File: config.mk
export PLATFORM = sky130hd
export DESIGN_NAME = ifetch_unit
export DESIGN_NICKNAME = d
export VERILOG_FILES = /design/src/rtl/ifetch_unit.sv
export SDC_FILE = /design/constraint.sdc
export NUM_CORES = 1
export LEC_CHECK = 0
export BUFFER_PORTS_ARGS = -buffer_cell sky130_fd_sc_hd__clkbuf_2
export CORE_ASPECT_RATIO = 0.5
export CORE_MARGIN = 3
export CORE_UTILIZATION = 35
export DETAILED_ROUTE_END_ITERATION = 8
export GPL_TIMING_DRIVEN = 0
export HOLD_SLACK_MARGIN = 0.06
export PLACE_DENSITY = 0.57
export SYNTH_ARGS = -nofsm -noshare
export SYNTH_HDL_FRONTEND = slang
export SYNTH_SLANG_ARGS = --single-unit
File: constraint.sdc
create_clock -name clk -period 6.6 [get_ports clk]
set_input_delay 0.33 -clock clk [delete_from_list [all_inputs] [get_ports clk]]
set_output_delay 0.33 -clock clk [all_outputs]
set_load 0.005 [all_outputs]
File: src/rtl/ifetch_unit.sv
// Instruction fetch / next-PC stage: fetches via req/ack, issues to decode, selects next PC on retire.
// Latency: min 2 cycles per instruction (ack in first FETCH cycle, accept in first ISSUE cycle).
// Backpressure: waits indefinitely for imem_ack in FETCH and for instr_accept in ISSUE.
module ifetch_unit #(
  parameter logic [31:0] RESET_PC = 32'h0000_0000
) (
  input  logic        clk,
  input  logic        rst_n,
  output logic        imem_req,
  output logic [31:0] imem_addr,
  input  logic        imem_ack,
  input  logic [31:0] imem_rdata,
  output logic [31:0] Instruction,
  output logic        instr_valid,
  input  logic        instr_accept,
  input  logic        branch,
  input  logic        jump,
  input  logic        jumpreg,
  input  logic        jumplink,
  input  logic        zero,
  input  logic [31:0] busA,
  output logic [31:0] pc_out,
  output logic [31:0] link_addr,
  output logic        addr_err,
  output logic [31:0] retire_cnt
);

  typedef enum logic [1:0] {
    S_RST   = 2'd0,
    S_FETCH = 2'd1,
    S_ISSUE = 2'd2,
    S_ERROR = 2'd3
  } state_t;

  state_t      state, state_nxt;
  logic [31:0] p4;
  logic [31:0] br_off;
  logic [31:0] next_pc;
  logic        next_misaligned;
  logic        unused_jumplink;

  // jal only matters downstream through link_addr, which is always pc+4
  assign unused_jumplink = jumplink;

  assign p4        = pc_out + 32'd4;
  assign link_addr = p4;
  assign imem_addr = pc_out;
  assign br_off    = {{14{Instruction[15]}}, Instruction[15:0], 2'b00};

  always_comb begin
    next_pc = p4;
    if (jumpreg)
      next_pc = busA;
    else if (jump)
      next_pc = {p4[31:28], Instruction[25:0], 2'b00};
    else if (branch && zero)
      next_pc = p4 + br_off;
  end

  assign next_misaligned = (next_pc[1:0] != 2'b00);

  always_ff @(posedge clk or negedge rst_n) begin
    if (!rst_n)
      state <= S_RST;
    else
      state <= state_nxt;
  end

  // Outputs decode from the state register, so an async reset drops imem_req at once
  always_comb begin
    state_nxt   = state;
    imem_req    = 1'b0;
    instr_valid = 1'b0;
    case (state)
      S_RST: state_nxt = S_FETCH;
      S_FETCH: begin
        imem_req = 1'b1;
        if (imem_ack)
          state_nxt = S_ISSUE;
      end
      S_ISSUE: begin
        instr_valid = 1'b1;
        if (instr_accept)
          state_nxt = next_misaligned ? S_ERROR : S_FETCH;
      end
      S_ERROR: state_nxt = S_ERROR;
      default: state_nxt = S_RST;
    endcase
  end

  always_ff @(posedge clk or negedge rst_n) begin
    if (!rst_n) begin
      pc_out      <= RESET_PC;
      Instruction <= 32'd0;
      addr_err    <= 1'b0;
      retire_cnt  <= 32'd0;
    end else begin
      if (state == S_FETCH && imem_ack)
        Instruction <= imem_rdata;
      if (state == S_ISSUE && instr_accept) begin
        retire_cnt <= retire_cnt + 32'd1;
        if (next_misaligned)
          addr_err <= 1'b1;
        else
          pc_out <= next_pc;
      end
    end
  end

endmodule

==> flow_metrics.env, run 1 <==
export IMPL_root_buffer="clkbuf_16"
export IMPL_reg2reg_from="imem_addr[2]"
export IMPL_grt_use_met1_pct=31.8
export IMPL_drt_wl_total_mm=25.3
export IMPL_grt_busiest_layer="met2"
export IMPL_grt_max_degree=100
export IMPL_grt_pass1_vias=6743
export IMPL_total_power_mw=3.99
export IMPL_critPathKind="reg2reg"
export IMPL_cts_htree_levels=3
export IMPL_ant_nets=0
export IMPL_synth_edf_count=0
export IMPL_grt_total_usage_pct=23.0
export IMPL_final_setup_tns_ns=0
export IMPL_ir_worst_vdd_v=0.000170
export IMPL_route_vias_total=6843
export IMPL_period_share_pct=73.8
export IMPL_status="completed"
export IMPL_syn_to_final_growth_pct=25.8
export IMPL_async_reset_ff_share_pct=100
export IMPL_gr_usage_met3_pct=4.74
export IMPL_worstReg2RegEnd="imem_addr[23]"
export IMPL_fin_util_pct=46.5
export IMPL_startpoint="imem_addr[2]"
export IMPL_io_buffers=232
export IMPL_stdcell_count=1286
export IMPL_maxCapViolations=0
export IMPL_synthesis_area_um2=7020
export IMPL_maxSlewHeadroom_pct=26.5
export IMPL_fin_skew_ns=0.0104
export IMPL_dp_cells=1270
export IMPL_row_count=35
export IMPL_pin_count=236
export IMPL_netlist_instances=779
export IMPL_dr_pass1_iters=5
export IMPL_core_um2=19000
export IMPL_ctsResizeCount=0
export IMPL_yosys_warnings=0
export IMPL_fin_crit_ns=4.87
export IMPL_crit_path_max_fanout=8
export IMPL_cts_sinks=99
export IMPL_cp_end_kind="register"
export IMPL_ys_seq_area_share_pct=35.3
export IMPL_met2_usage_pct=37.4
export IMPL_placed_area_um2=8520
export IMPL_routedWlPerCell_um=19.7
export IMPL_dpl_hpwl_mm=19.8
export IMPL_route_detailed_drc=0
export IMPL_cts_hold_buf=0
export IMPL_cts_max_path_buffers=2
export IMPL_gp_congestion=0.887
export IMPL_antenna_found_initial=0
export IMPL_synth_area_per_cell_um2=9.01
export IMPL_die_w_um=206
export IMPL_clock_latency_ns=0.36
export IMPL_tightest_slew_ns=1.10
export IMPL_die_height_um=106
export IMPL_dieArea_um2=21900
export IMPL_routed_via_density=5.32
export IMPL_syn_num_nets=891
export IMPL_grt_pass1_wl_mm=38.9
export IMPL_r2r_worst_path_cells=16
export IMPL_clk_pin_slew_worst_paths_ns=0.08
export IMPL_hold_viol_final=0
export IMPL_drt_iter0_drc=450
export IMPL_synth_seq_cells=99
export IMPL_ys_types=69
export IMPL_grt_overflow_total=0
export IMPL_drv_slew=0
export IMPL_rsz0062_at_grt="false"
export IMPL_cts_inserted_buffers=9
export IMPL_power_leakage_nw=4.43
export IMPL_yosys_most_used_dff="dfrtp_1"
export IMPL_hold_path_class="in2async"
export IMPL_diodes=0
export IMPL_initial_core_util_pct=36.9
export IMPL_required_ns=6.90
export IMPL_fill_cells=1946
export IMPL_r2r_setup_slack_ns=1.73
export IMPL_cts_tree="yes"
export IMPL_setup_viol=0
export IMPL_cp_start_kind="register"
export IMPL_critPathArrivalTime_ns=5.17
export IMPL_nNetsFinal=1134
export IMPL_max_freq_mhz=205
export IMPL_layout_drive_gt1_share_pct=32.1
export IMPL_cts_setup_buffers=0
export IMPL_stdcell_area_um2=8830
export IMPL_p_per_area_nw_per_um2=451
[metrics by stage]
step,hold WS (ns),worst slack [ns]
after detailed placement,0.447,1.91
after global routing,0.117,1.61
final,0.0373,1.73
after global placement,0.441,1.97
after CTS,0.107,1.87
after floorplan,0.0344,3.09
[cells in the final DEF, fill, tap and decap left out, drive strengths merged, types with 19 or more instances in the layout]
cell type and count:
ha 38, xnor2 56, nor2 59, nand3 41, clkbuf 267, nand2 71
xor2 26, a21oi 63, buf 39, o21ai 39, mux2 33, nand4 19
dfrtp 99
[where the power goes]
part	switching, mW	internal [mW]	total (mW)	leakage [nW]
clock	0.292	0.275	0.567	0.152
sequential	0.326	0.798	1.12	1.27
combinational	1.23	1.07	2.30	3.01
total	1.84	2.14	3.99	4.43
[layout make-up]
class                           count  area [um^2]  share of cell area [%]
Tap cell                          259          324                    3.67
Clock inverter                      7         91.3                    1.03
Inverter                           15         56.3                   0.637
Buffer                             65          373                    4.22
Sequential cell                    99         2480                    28.0
Timing Repair Buffer              232         1170                    13.2
Multi-Input combinational cell    600         4120                    46.6
Clock buffer                        9          225                    2.55
[sequential cells by signal, indices dropped and copies added (netlist names)]
signal and flops:
retire_cnt 32, addr_err 1, state 2, Instruction 32
imem_addr 32
[critical path: stages (launching register included)]
cell      delay, ns
dfrtp_1        0.50
ha_1           0.19
and3_1         0.15
nand3_1        0.18
nor3_1         0.82
nand3_1        0.19
xnor2_1        0.38
ha_1           0.38
a21oi_1        0.17
o21ai_0        0.13
nand3_1        0.11
a21boi_0       0.16
or3_1          0.36
a21oi_1        0.22
xor2_1         0.09
o21ai_0        0.52
a31o_2         0.26
[layer usage]
metal	wire, um	vias to the layer above
met1	11600	3341
met4	378	0
met3	1580	24
li1	-	3275
met2	11700	203
met5	0	-
[kinds of logic (layout without fill, tap and decap cells)]
group	Yosys count	after routing	synth area share, %
DFF	99	99	35.3
and+or+nand+nor	250	250	18.0
AOI/OAI and AO/OA	193	193	17.5
xor gates and xnor gates	82	82	10.3
adders and majority gates	39	39	7.06
buffers and inverters	80	328	6.11
muxes	36	36	5.72
[how the worst max path moves through the flow]
stage | endpoint | slack, ns | depth (start not counted)
floorplan | imem_addr[28] | 3.09 | 14
global placement | imem_addr[23] | 1.97 | 16
detailed placement | imem_addr[23] | 1.91 | 16
CTS | imem_addr[23] | 1.87 | 16
global route | imem_addr[23] | 1.61 | 16
finish | imem_addr[23] | 1.73 | 16
[Yosys cell counts, types with 6 or more instances]
library cell	count	area [um^2]
nand4_1	18	113
clkbuf_1	26	97.6
and3_1	16	100
o211ai_1	8	60.1
nor3_1	7	35.0
a31oi_1	6	37.5
xor2_1	25	219
o21bai_1	6	45.0
o22ai_1	10	62.6
buf_4	34	255
and2_1	6	37.5
ha_1	38	475
nand2_1	70	263
o21ai_0	38	190
a211oi_1	14	105
mux2_2	33	372
dfrtp_1	99	2480
a21oi_1	63	315
a21o_1	11	82.6
inv_1	15	56.3
xnor2_1	56	490
nor2_1	59	221
nand3_1	41	205
Note: power is estimated with default switching activity, not from simulation.
==> run 2, diff against run 1 <==
ABC_AREA = 1   (was not set)
PLACE_DENSITY = 0.55   (was 0.57)
clock period = 4.78 ns   (was 6.6 ns; I/O delays follow)
==> run 2 against run 1 <==
Against the previous run: clock power is 41% higher; sequential power rose by 43%; via count rose by 31%.
==> flow_metrics.env, run 2 <==
export IMPL_status="completed"
export IMPL_dieArea_um2=25700
export IMPL_drt_iter0_drc=905
export IMPL_initial_core_util_pct=36.0
export IMPL_ir_worst_vdd_v=0.000192
export IMPL_required_ns=5.04
export IMPL_die_w_um=224
export IMPL_ctsResizeCount=0
export IMPL_dpl_hpwl_mm=26.0
export IMPL_rsz0062_at_grt="false"
export IMPL_yosysTopAreaCellShare_pct=29.9
export IMPL_io_buffers=234
export IMPL_hp_start="imem_rdata[29]"
export IMPL_row_count=39
export IMPL_pin_count=236
export IMPL_ys_types=36
export IMPL_nNetsFinal=1617
export IMPL_fin_crit_ns=3.88
export IMPL_root_buffer="clkbuf_16"
export IMPL_clock_latency_ns=0.37
export IMPL_final_cell_mix="nand2_1, clkbuf_2, inv_1"
export IMPL_yosys_most_used_dff="dfrtp_1"
export IMPL_setup_viol=0
export IMPL_grt_max_degree=100
export IMPL_synth_top_cell_by_area="dfrtp_1"
export IMPL_drt_wl_total_mm=32.2
export IMPL_cts_sinks=99
export IMPL_synth_area_per_cell_um2=6.58
export IMPL_ys_top_cells_by_count="nand2_1, inv_1, nor2_1"
export IMPL_synthesis_area_um2=8290
export IMPL_routed_via_density=4.93
export IMPL_hold_viol_final=0
export IMPL_total_power_mw=6.79
export IMPL_route_detailed_drc=0
export IMPL_yosys_warnings=0
export IMPL_hold_path_class="in2reg"
export IMPL_maxCapViolations=0
export IMPL_synth_seq_cells=99
export IMPL_synth_xor_area_share_pct=5.39
export IMPL_async_reset_ff_share_pct=100
export IMPL_netlist_instances=1259
export IMPL_cp_end_kind="register"
export IMPL_layout_drive_gt1_share_pct=22.1
export IMPL_synth_fa_ha_area_share_pct=5.98
export IMPL_core_um2=23000
export IMPL_ys_seq_area_share_pct=29.9
export IMPL_yosysMostFrequentCell="nand2_1"
export IMPL_fin_util_pct=44.1
export IMPL_drv_slew=0
export IMPL_power_leakage_nw=5.81
export IMPL_critPathKind="reg2reg"
export IMPL_ant_nets=0
export IMPL_synth_mux_area_share_pct=3.80
export IMPL_grt_pass1_wl_mm=49.0
export IMPL_cts_inserted_buffers=9
export IMPL_synth_top_family_by_area="simple AND/OR/NAND/NOR gates"
export IMPL_period_share_pct=81.3
export IMPL_cts_tree="yes"
export IMPL_layout_commonest_cell="nand2_1"
export IMPL_grt_pass1_vias=8491
export IMPL_p_per_area_nw_per_um2=668
export IMPL_syn_to_final_growth_pct=22.6
export IMPL_antenna_found_initial=2
export IMPL_fill_cells=2500
export IMPL_cts_max_path_buffers=2
export IMPL_cts_setup_buffers=0
export IMPL_grt_total_usage_pct=24.9
export IMPL_crit_path_max_fanout=7
export IMPL_critPathArrivalTime_ns=4.14
export IMPL_ys_top_cells_by_area="dfrtp_1, nand2_1, inv_1"
export IMPL_grt_overflow_total=0
export IMPL_maxSlewHeadroom_pct=35.0
export IMPL_dr_pass1_iters=5
export IMPL_tightest_slew_ns=0.974
export IMPL_fin_skew_ns=0.0115
export IMPL_cts_htree_levels=3
export IMPL_synth_simple_area_share_pct=36.3
export IMPL_cp_start_kind="register"
export IMPL_route_vias_total=8962
export IMPL_routedWlPerCell_um=17.7
export IMPL_final_setup_tns_ns=0
export IMPL_synth_compound_area_share_pct=7.03
export IMPL_die_height_um=115
export IMPL_syn_num_nets=1371
export IMPL_max_freq_mhz=257
export IMPL_gp_congestion=0.908
export IMPL_reg2reg_from="imem_addr[2]"
export IMPL_synth_edf_count=0
export IMPL_startpoint="imem_addr[2]"
export IMPL_clk_pin_slew_worst_paths_ns=0.08
==> run 2: cell types whose count changed after synthesis, moves of 14 or more <==
cell	previous run	this run
xnor2_1	56	16
nand2_1	70	429
a211oi_1	14	0
a21oi_1	63	47
and3_1	16	0
nor2_1	59	131
inv_1	15	163
nand3_1	41	87
==> run 2: cell type report <==
class | count | area [um^2] | area share [%]
multi-input cells | 938 | 4850 | 47.7
flip-flops and latches | 99 | 2480 | 24.4
repair buffers | 235 | 1190 | 11.7
inverters | 164 | 616 | 6.06
well taps | 307 | 384 | 3.78
plain buffers | 58 | 345 | 3.40
clock buffers | 10 | 239 | 2.35
clock inverters | 4 | 58.8 | 0.578
diodes | 2 | 5.00 | 0.0492
==> run 2: path summary, 6_finish.rpt <==
kind	to	slack [ns]	cells after the start
hold / removal	Instruction[29]	0.10	2
hold reg to reg	addr_err	0.48	1
max in group asynchronous	imem_addr[9]	3.62	2
setup reg to reg	imem_addr[27]	0.90	19
setup / recovery	imem_addr[27]	0.90	19
min in group asynchronous	Instruction[11]	0.46	2
==> run 2: cell families (layout without fill, tap and decap cells) <==
family                   count (synthesis)  after routing
AO/OA/AOI/OAI                          106            106
flip-flops                              99             99
XOR/XNOR                                51             51
AND/OR/NAND/NOR                        714            714
buffers and inverters                  222            471
adder cells (fa/ha/maj)                 39             39
other                                    0              2
multiplexers                            28             28
==> run 2: per-layer routing <==
metal / global-route usage [%] / wire length [um] / up-vias
met5: 0 / 0 / -
met4: 6.77 / 716 / 0
met3: 5.97 / 2490 / 39
met2: 38.5 / 13900 / 283
met1: 35.1 / 15000 / 4202
li1: - / - / 4438
==> run 2: critical path, cell delays in order, from the launching register on <==
cell	delay, ns
dfrtp_1	0.51
ha_1	0.23
inv_1	0.05
nor2_1	0.39
nand2_1	0.23
nor2_1	0.18
xor2_1	0.48
ha_1	0.41
nand2_1	0.12
inv_1	0.06
a21oi_1	0.22
nand2_1	0.14
a21oi_1	0.17
nand3_1	0.09
nand3_1	0.18
nand2_1	0.09
nand2_1	0.06
nand2_1	0.05
nand2_1	0.08
nand2_1	0.05
==> run 2: timing repair <==
action	4_1_cts	5_1_grt
hold buffers	1	0
setup endpoints to repair	0	0
hold endpoints to repair	99	0
==> run 2: per-stage QoR <==
stage	area [um^2]	hold WS (ns)	worst slack, ns	instances
finish	10200	0.101	0.896	1817
detailed placement	9850	0.397	1.02	1800
floorplan	8290	-0.0566	2.00	1259
global route	10200	0.0970	0.649	1817
CTS	10200	0.0875	1.01	1815
global placement	9840	0.460	0.992	1800
==> run 2: where the power goes <==
group | switching [mW] | internal [mW] | total (mW) | leakage, nW
sequential | 0.495 | 1.11 | 1.60 | 1.22
clock | 0.374 | 0.424 | 0.797 | 0.147
combinational | 2.71 | 1.69 | 4.40 | 4.44
total | 3.57 | 3.22 | 6.79 | 5.81
==> run 3, diff against run 2 <==
PLACE_DENSITY = 0.58   (was 0.55)
clock period = 3.4 ns   (was 4.78 ns; I/O delays follow)
==> run 3 against run 2 <==
Against the previous run: first-iteration DRC count is 32% lower; sequential power is 42% higher; wire length is 0.40% lower; non-clock buffer count is 46 higher; clock power is 27% higher; utilization is 2.8 points higher; power is 45% higher; global-route usage is 0.16 points lower; register-to-register slack worse by 0.74 ns; clock skew is 0.0031 ns lower; sequential cell count stayed put; critical path type unchanged.
==> flow_metrics.env, run 3 (synthesis gave the netlist of run 2 again) <==
export IMPL_gr_usage_met3_pct=5.03
export IMPL_io_buffers=234
export IMPL_power_leakage_nw=6.02
export IMPL_layout_commonest_cell="nand2_1"
export IMPL_switching_share_pct=52.5
export IMPL_fin_skew_ns=0.00834
export IMPL_drv_slew=0
export IMPL_clock_latency_ns=0.36
export IMPL_maxSlewHeadroom_pct=28.2
export IMPL_route_detailed_drc=0
export IMPL_setup_viol=0
export IMPL_routedWlPerCell_um=17.2
export IMPL_cts_tree="yes"
export IMPL_hold_viol_final=0
export IMPL_power_frac_comb_pct=66.8
export IMPL_routed_via_density=4.89
export IMPL_p_seq_share_pct=22.9
export IMPL_grt_use_met1_pct=34.6
export IMPL_diodes=0
export IMPL_cp_end_kind="register"
export IMPL_drt_iter0_drc=618
export IMPL_clk_pin_slew_worst_paths_ns=0.08
export IMPL_grt_pass1_wl_mm=48.9
export IMPL_ant_nets=0
export IMPL_cts_sinks=99
export IMPL_core_um2=23000
export IMPL_drt_wl_total_mm=32.0
export IMPL_ir_worst_vdd_v=0.000310
export IMPL_dieArea_um2=25700
export IMPL_dr_pass1_iters=5
export IMPL_grt_max_degree=100
export IMPL_rsz0062_at_grt="true"
export IMPL_crit_path_max_fanout=5
export IMPL_antenna_found_initial=1
export IMPL_pin_count=236
export IMPL_nNetsFinal=1663
export IMPL_switching_power_mw=5.18
export IMPL_syn_to_final_growth_pct=30.4
export IMPL_grt_total_usage_pct=24.8
export IMPL_grt_overflow_total=0
export IMPL_pwr_share_clk_pct=10.2
export IMPL_layout_drive_gt1_share_pct=26.6
export IMPL_final_setup_tns_ns=0
export IMPL_die_height_um=115
export IMPL_root_buffer="clkbuf_16"
export IMPL_cp_start_kind="register"
export IMPL_critPathArrivalTime_ns=3.50
export IMPL_period_share_pct=95.5
export IMPL_final_cell_mix="nand2_1, clkbuf_2, inv_1"
export IMPL_initial_core_util_pct=36.0
export IMPL_maxCapViolations=0
export IMPL_p_int_mw=4.70
export IMPL_row_count=39
export IMPL_tightest_slew_ns=1.08
export IMPL_dpl_hpwl_mm=25.7
export IMPL_grt_busiest_layer="met2"
export IMPL_fill_cells=2414
export IMPL_status="completed"
export IMPL_route_vias_total=9101
export IMPL_p_per_area_nw_per_um2=914
export IMPL_die_w_um=224
export IMPL_gp_congestion=0.950
export IMPL_cts_htree_levels=3
export IMPL_critPathKind="reg2reg"
export IMPL_cts_inserted_buffers=9
export IMPL_whs_ns=0.0791
export IMPL_hold_path_class="in2reg"
export IMPL_met2_usage_pct=40.6
export IMPL_required_ns=3.65
export IMPL_fin_crit_ns=3.25
export IMPL_grt_pass1_vias=8556
export IMPL_max_freq_mhz=308
export IMPL_total_power_mw=9.88
export IMPL_cts_max_path_buffers=2
export IMPL_fin_util_pct=46.9
[run 3: changes by cell type in the layout (fill, tap and decap cells not counted), sizes merged]
cell         change
inv              -1
bufinv           -1
clkinv           +3
buf             +15
diode            -2
dlygate4sd3     +31
[run 3: critical path, stage by stage, from the launching register on]
cell     delay (ns)
dfrtp_2        0.44
buf_4          0.15
ha_1           0.19
nand2_2        0.16
xor2_1         0.45
ha_1           0.38
nand2_1        0.17
nor2_1         0.08
nand3_1        0.08
nand3_1        0.18
a31oi_1        0.30
nor2_1         0.07
o21ai_0        0.23
nand2_1        0.14
nand2_1        0.08
nand2_1        0.04
[run 3: metrics by stage]
step           cell area [um^2]  cells  setup WS, ns
2_1_floorplan              8290   1259         0.621
3_5_place_dp               9850   1800        -0.405
6_report                  10800   1862         0.153
5_1_grt                   10800   1862       -0.0456
4_1_cts                   10500   1849       0.00556
3_3_place_gp               9840   1800        -0.365
[run 3: final cells by class]
class | count | area [um^2] | share of cell area [%]
multi-input combinational | 938 | 5080 | 47.0
sequential | 99 | 2500 | 23.1
timing repair buffer | 281 | 1610 | 14.9
inverter | 164 | 616 | 5.70
tap | 307 | 384 | 3.55
buffer | 58 | 345 | 3.20
clock buffer | 10 | 229 | 2.12
clock inverter | 5 | 36.3 | 0.336
[run 3: routing by layer]
metal,up-vias,share of wire (%)
li1,4515,-
met1,4311,46
met2,253,46
met3,20,6.8
met4,2,1.1
met5,-,0.025
[run 3: power groups by stage]
| stage | clock, mW | sequential (mW) | combinational, mW |
|---|---|---|---|
| final | 1.01 | 2.27 | 6.60 |
| after global routing | 1.08 | 2.33 | 7.40 |
| after global placement | 0 | 2.25 | 6.01 |
| after detailed placement | 0 | 2.26 | 6.05 |
| after floorplan | 0 | 2.04 | 3.97 |
| after CTS | 1.04 | 2.25 | 6.15 |
[run 3: what timing repair did]
item | in CTS | in global routing
hold buffers | 31 | 1
gates resized for setup | 13 | 64
pin swaps | 2 | 7
endpoints found under the setup margin | 18 | 18
buffers inserted | 3 | 12
hold endpoints to repair | 129 | 1
[run 3: path summary, 6_finish.rpt]
| kind | cells past startpoint | endpoint | start | slack (ns) |
|---|---|---|---|---|
| max | 15 | imem_addr[17] | imem_addr[3] | 0.15 |
| min | 2 | Instruction[18] | imem_rdata[18] | 0.08 |
| max reg2reg | 15 | imem_addr[17] | imem_addr[3] | 0.15 |
| min reg2reg | 1 | retire_cnt[31] | retire_cnt[31] | 0.47 |
| max in group asynchronous | 2 | imem_addr[14] | rst_n | 2.24 |
| min in group asynchronous | 2 | Instruction[13] | rst_n | 0.41 |
